**src/rtl/uart_tx_buffered_if.sv**
```systemverilog
// Byte handshake between a producer and the buffered UART transmitter.
interface uart_tx_buffered_if;
   logic [7:0] data;
   logic       dataValid;
   logic       dataReady;

   modport master (
      output data,
      output dataValid,
      input  dataReady
   );

   modport slave (
      input  data,
      input  dataValid,
      output dataReady
   );
endinterface

```
**src/rtl/uart_tx_buffered.sv**
```systemverilog
// Buffered 8N1 UART transmitter with a byte FIFO and internal baud timing.
// Define UART_TX_PARITY_EN to send an even-parity bit (8E1 frames).
module uart_tx_buffered #(
   parameter int CLOCK_RATE = 100_000_000,
   parameter int BAUD_RATE  = 9600,
   parameter int FIFO_DEPTH = 16
) (
   input  logic clk,
   input  logic reset,
   uart_tx_buffered_if.slave bus,
   output logic txd,
   output logic busy,
   output logic [$clog2(FIFO_DEPTH+1)-1:0] fifoCount
);
   localparam int DIVIDER = CLOCK_RATE / BAUD_RATE;
   localparam int CW = $clog2(DIVIDER);
   localparam int PW = $clog2(FIFO_DEPTH);
   localparam int NW = $clog2(FIFO_DEPTH + 1);
   localparam logic [CW-1:0] CNT_LAST = CW'(DIVIDER - 1);
   localparam logic [NW-1:0] COUNT_FULL = NW'(FIFO_DEPTH);

   typedef enum logic [2:0] {
      IDLE,
      START,
      DATA,
`ifdef UART_TX_PARITY_EN
      PARITY,
`endif
      STOP
   } state_t;

   state_t state, state_n;
   logic [CW-1:0] cnt, cnt_n;
   logic [2:0] bit_idx, bit_n;
   logic [7:0] shift, shift_n;
   logic line, line_n;
   logic [PW-1:0] wr_ptr, rd_ptr;
   logic [NW-1:0] count, count_n;
   logic [7:0] mem [FIFO_DEPTH];
   logic push, pop, bit_end, ready;
`ifdef UART_TX_PARITY_EN
   logic par, par_n;
`endif

   assign ready = count < COUNT_FULL;
   assign bus.dataReady = ready;
   assign push = bus.dataValid && ready;
   assign bit_end = cnt == CNT_LAST;
   assign txd = line;
   assign fifoCount = count;
   assign busy = (state != IDLE) || (count != '0);

   always_comb begin
      state_n = state;
      cnt_n = bit_end ? '0 : cnt + 1'b1;
      bit_n = bit_idx;
      shift_n = shift;
      pop = 1'b0;
`ifdef UART_TX_PARITY_EN
      par_n = par;
`endif
      unique case (state)
         IDLE: begin
            cnt_n = '0;
            if (count != '0) begin
               pop = 1'b1;
               state_n = START;
            end
         end
         START: begin
            if (bit_end) state_n = DATA;
         end
         DATA: begin
            if (bit_end) begin
               shift_n = shift >> 1;
               bit_n = bit_idx + 3'd1;
               if (bit_idx == 3'd7) begin
`ifdef UART_TX_PARITY_EN
                  state_n = PARITY;
`else
                  state_n = STOP;
`endif
               end
            end
         end
`ifdef UART_TX_PARITY_EN
         PARITY: begin
            if (bit_end) state_n = STOP;
         end
`endif
         STOP: begin
            if (bit_end) begin
               if (count != '0) begin
                  pop = 1'b1;
                  state_n = START;
               end else begin
                  state_n = IDLE;
               end
            end
         end
      endcase

      // a pop always starts a fresh frame from the head byte
      if (pop) begin
         shift_n = mem[rd_ptr];
         bit_n = '0;
         cnt_n = '0;
`ifdef UART_TX_PARITY_EN
         par_n = ^mem[rd_ptr];
`endif
      end

      // line level is registered from the state being entered
      case (state_n)
         START: line_n = 1'b0;
         DATA: line_n = shift_n[0];
`ifdef UART_TX_PARITY_EN
         PARITY: line_n = par_n;
`endif
         default: line_n = 1'b1;
      endcase

      case ({push, pop})
         2'b10: count_n = count + NW'(1);
         2'b01: count_n = count - NW'(1);
         default: count_n = count;
      endcase
   end

   always_ff @(posedge clk) begin
      if (reset) begin
         state <= IDLE;
         cnt <= '0;
         bit_idx <= '0;
         shift <= '0;
         line <= 1'b1;
         wr_ptr <= '0;
         rd_ptr <= '0;
         count <= '0;
`ifdef UART_TX_PARITY_EN
         par <= 1'b0;
`endif
      end else begin
         state <= state_n;
         cnt <= cnt_n;
         bit_idx <= bit_n;
         shift <= shift_n;
         line <= line_n;
         count <= count_n;
`ifdef UART_TX_PARITY_EN
         par <= par_n;
`endif
         if (push) wr_ptr <= wr_ptr + 1'b1;
         if (pop) rd_ptr <= rd_ptr + 1'b1;
      end
   end

   always_ff @(posedge clk) begin
      if (push) mem[wr_ptr] <= bus.data;
   end
endmodule

```
**src/flat_wrapper.sv**
```systemverilog
// flat-port wrapper written by rule: the top's interface ports become plain ports
module uart_tx_buffered_flat 
#(
   parameter int CLOCK_RATE = 100_000_000,
   parameter int BAUD_RATE  = 9600,
   parameter int FIFO_DEPTH = 16
)
  (clk, reset, txd, busy, fifoCount, bus_data, bus_dataValid, bus_dataReady);
  uart_tx_buffered_if bus_i ();
  input  logic clk;
  input  logic reset;
  output logic txd;
  output logic busy;
  output logic [$clog2(FIFO_DEPTH+1)-1:0] fifoCount;
  input wire logic [$bits(bus_i.data)-1:0] bus_data;
  input wire logic [$bits(bus_i.dataValid)-1:0] bus_dataValid;
  output wire logic [$bits(bus_i.dataReady)-1:0] bus_dataReady;
  assign bus_i.data = bus_data;
  assign bus_i.dataValid = bus_dataValid;
  assign bus_dataReady = bus_i.dataReady;
  uart_tx_buffered #(.CLOCK_RATE(CLOCK_RATE), .BAUD_RATE(BAUD_RATE), .FIFO_DEPTH(FIFO_DEPTH)) u_core (.clk(clk), .reset(reset), .bus(bus_i), .txd(txd), .busy(busy), .fifoCount(fifoCount));
endmodule
```
**config.mk**
```make
export PLATFORM = sky130hd
export DESIGN_NAME = uart_tx_buffered_flat
export DESIGN_NICKNAME = d
export VERILOG_FILES = /design/src/rtl/uart_tx_buffered_if.sv /design/src/rtl/uart_tx_buffered.sv /design/src/flat_wrapper.sv
export SDC_FILE = /design/constraint.sdc
export NUM_CORES = 1
export LEC_CHECK = 0
export CORE_AREA = 4 4 156 113
export DETAILED_ROUTE_END_ITERATION = 16
export DIE_AREA = 0 0 160 117
export GPL_ROUTABILITY_DRIVEN = 1
export GPL_TIMING_DRIVEN = 0
export HOLD_SLACK_MARGIN = 0.12
export PLACE_DENSITY = 0.59
export SYNTH_ARGS = -nofsm -noshare
export SYNTH_HDL_FRONTEND = slang
export SYNTH_SLANG_ARGS = --single-unit
```
**constraint.sdc**
```tcl
create_clock -name clk -period 10.07 [get_ports clk]
set_input_delay 1.007 -clock clk [delete_from_list [all_inputs] [get_ports clk]]
set_output_delay 1.007 -clock clk [all_outputs]
set_load 0.02 [all_outputs]
```
==> metrics.md <==
| Metric | Value |
|---|---|
| Status | finished clean |
| Post-Route WL | 14.4 mm |
| Min Clock Period, post-route | 3880 ps |
| Worst endpoint required time | 10370 ps |
| Hold bufs inserted after CTS | 0 |
| Clock Path Buffers | 2 |
| Worst EP arrival | 4170 ps |
| Post-DP HPWL | 9.89 mm |
| Layout cell share with drive strength beyond 1 | 14.8% |
| Worst Skew | 7.71 ps |
| Compound-gate portion of the synthesized area | 4.71% |
| Xor/xnor share of the synthesized area | 2.20% |
| Routed wire length per instance | 19.5 um |
| Global-route wire length before repair | 22.1 mm |
| Drt first pass iters | 6 |
| Crit-path max FO | 10 |
| Post-CTS setup buffers | 0 |
| Synth Area per Inst | 14.8 um^2 |
| Pre-CTS WS | 6220 ps |
| Reg power frac | 43.0% |
| Clock root buffer | clkbuf_16 |
| # rows | 39 |
| Inserted Diodes | 0 |
| PnR Total Power | 0.00196 W |
| Htree depth | 4 |
| Tot GR Track Use | 16.1% |
| Seq/Total Area, Yosys | 66.5% |
| Max-Cap Viols | 0 |
| WS Path Type | reg -> reg |
| Primary FF master, synth | edfxtp_1 |
| Clock power frac | 32.3% |
| Synthesis-to-finish area growth | 14.2% |
| Post-synthesis mux area share | 13.4% |
| Max Fclk | 258 MHz |
| Int Pwr | 0.00139 W |
| Psw | 0.000569 W |
| Post-CTS Resized | 0 |
| Worst hold path type | reg -> reg |
| Via Count | 4065 |
| Gr ovfl total | 0 |
| Crit start category | flop |
| Port Buf Inserts | 17 |
| Clk_lat worst skew | 430 ps |
| Final Setup Violations | 0 |
| Post-synth top area share | 53.6% |
| Synth Area in Simple Gates | 9.27% |
| Final Hold Viols | 0 |
| Antenna violation net count after detailed routing | 0 |
| Largest family of logic cells by synthesized area | multiplexers |
| CTS Buf Count | 17 |
| Vias in the first global route | 3807 |
| Unique masters post-synth | 47 |
| Netlist Area Pre-Place | 7170 um^2 |
| Max Slew Vio Count | 0 |
| R2R setup slack | 6190 ps |
| Total leakage power | 2.69 nW |
| Fraction of the mapped netlist area in adder cells | 1.75% |
| Final net count | 541 |
| RSZ-0062 raised after global routing | false |
| Sw frac | 29.0% |
| Post-Syn Instances | 484 |
| TritonCTS clock tree | yes |
| CTS Sinks | 174 |
| Pwr dens | 239 nW/um^2 |
| Worst VDD drop | 126 uV |
| Leading area contributor after synthesis | edfxtp_1 |
| Async SR Flop Fraction | 0% |
| Relative slew slack | 27.3% |
| Setup TNS Final | 0 ps |
| EDFF count, synth | 128 |
| Placer Congestion | 0.858 |
| Pin count of the biggest net entering global routing | 17 |
| Drt drc | 0 |
| Starting DRT DRC Count | 346 |
| DIE HEIGHT | 117 um |
| Mapped Nets | 505 |
| Core area | 16100 um^2 |
| Synth Register Bits | 174 |
| Fin crit share | 38.5% |
| CTS clk-pin slew, worst paths | 60 ps |
| Die area | 18700 um^2 |
| Vias/cell | 5.51 |
| Width of the die | 160 um |
| Critical Path End Type | flop |
| # IOs | 19 |
| Initial antenna violation count | 0 |
| Worst-Margin Slew | 1090 ps |
| Setup slack after layout | 6190 ps |
| Top cells by area, synth | edfxtp_1, dfxtp_1, mux4_2 |
| Cell with the most instances after synthesis | edfxtp_1 |
| Combinational power share | 24.6% |
| Yosys warns | 0 |
| Starting density of the core | 44.5% |
| Most frequent cells after synthesis | edfxtp_1, nor2_1, dfxtp_1, mux4_2, clkbuf_1 |
final timing paths:
path / from / endpoint / cells after the start
worst min register to register: u_core.cnt[0]$_SDFF_PP0_ / u_core.cnt[0]$_SDFF_PP0_ / 1
worst min-delay path: u_core.cnt[0]$_SDFF_PP0_ / u_core.cnt[0]$_SDFF_PP0_ / 1
worst max-delay path: u_core.cnt[9]$_SDFF_PP0_ / u_core.fifoCount[4]$_SDFFE_PP0P_ / 16
worst max register to register: u_core.cnt[9]$_SDFF_PP0_ / u_core.fifoCount[4]$_SDFFE_PP0P_ / 16
flip-flops by register name, summed over array words and instances (netlist names), named ones only:
name / flops
u_core.bit_idx: 3
u_core.mem: 128
u_core.txd: 1
u_core.cnt: 14
u_core.state: 3
u_core.fifoCount: 5
u_core.shift: 8
u_core.rd_ptr: 4
u_core.wr_ptr: 4
routing by layer:
layer  wire (um)  GRT usage, %  vias to the layer above
met3         629          3.89                       13
met2        6470          23.5                       83
met4         192          6.07                        0
met1        7090          23.7                     2064
met5           0             0                        -
li1            -             -                     1905
layout make-up:
cell class | instances | area, um^2
tap | 205 | 256
buffer | 29 | 120
multi-input combinational | 271 | 2260
fill | 1356 | 7920
clock inverter | 14 | 141
sequential | 174 | 4760
inverter | 10 | 42.5
timing repair buffer | 17 | 170
clock buffer | 18 | 429
cells in the final DEF (no fill, tap or decap), types with 3 or more instances in the layout:
| cell type | count |
|---|---|
| mux2i_1 | 18 |
| nor3_2 | 4 |
| or3_1 | 5 |
| a21oi_1 | 22 |
| nor2b_1 | 9 |
| mux4_2 | 33 |
| clkbuf_1 | 25 |
| buf_2 | 3 |
| nand2_1 | 23 |
| a311oi_1 | 3 |
| xnor2_1 | 5 |
| inv_6 | 4 |
| dfxtp_1 | 46 |
| nand3_1 | 10 |
| clkbuf_16 | 17 |
| edfxtp_1 | 128 |
| inv_1 | 9 |
| o21ai_0 | 5 |
| xor2_1 | 13 |
| and3_1 | 4 |
| a211oi_1 | 14 |
| nor3_1 | 6 |
| nand2b_1 | 5 |
| nor2_1 | 58 |
| ha_1 | 10 |
| clkdlybuf4s50_1 | 17 |
critical path, cell delays in order, from the launching register on:
cell      delay, ps
dfxtp_1         360
or4b_4          570
or4_4           560
a21oi_4         220
nand2_4         120
clkinv_4         80
buf_6           140
ha_1            150
clkbuf_1        280
xor2_1          180
ha_1            250
nand2b_1        100
nor2_1          100
a21oi_1          50
o32ai_1         350
o31ai_1         100
nor3b_1         150
through the flow:
step	hold WS (ps)	cell area (um^2)	instances	util [%]
after global routing	473	8190	738	50.8
final	449	8190	738	50.8
after global placement	427	7600	706	47.2
after detailed placement	434	7620	706	47.3
after floorplan	418	7170	484	-
after CTS	448	8190	738	50.8
cell families (layout without fill, tap and decap cells):
logic type / after synthesis / count (layout)
AOI/OAI and AO/OA: 52 / 52
xor gates and xnor gates: 18 / 18
adders and majority gates: 10 / 10
buffers and inverters: 39 / 88
DFF: 174 / 174
muxes: 54 / 54
and+or+nand+nor: 137 / 137
power by group through the flow:
stage	registers (W)	clock network [W]	logic [W]
floorplan	0.000859	0	0.000347
global placement	0.000856	0	0.000476
detailed placement	0.000859	0	0.000486
CTS	0.000844	0.000646	0.000490
global route	0.000849	0.000680	0.000538
finish	0.000844	0.000634	0.000483
Power figures use the tool's default switching activity.
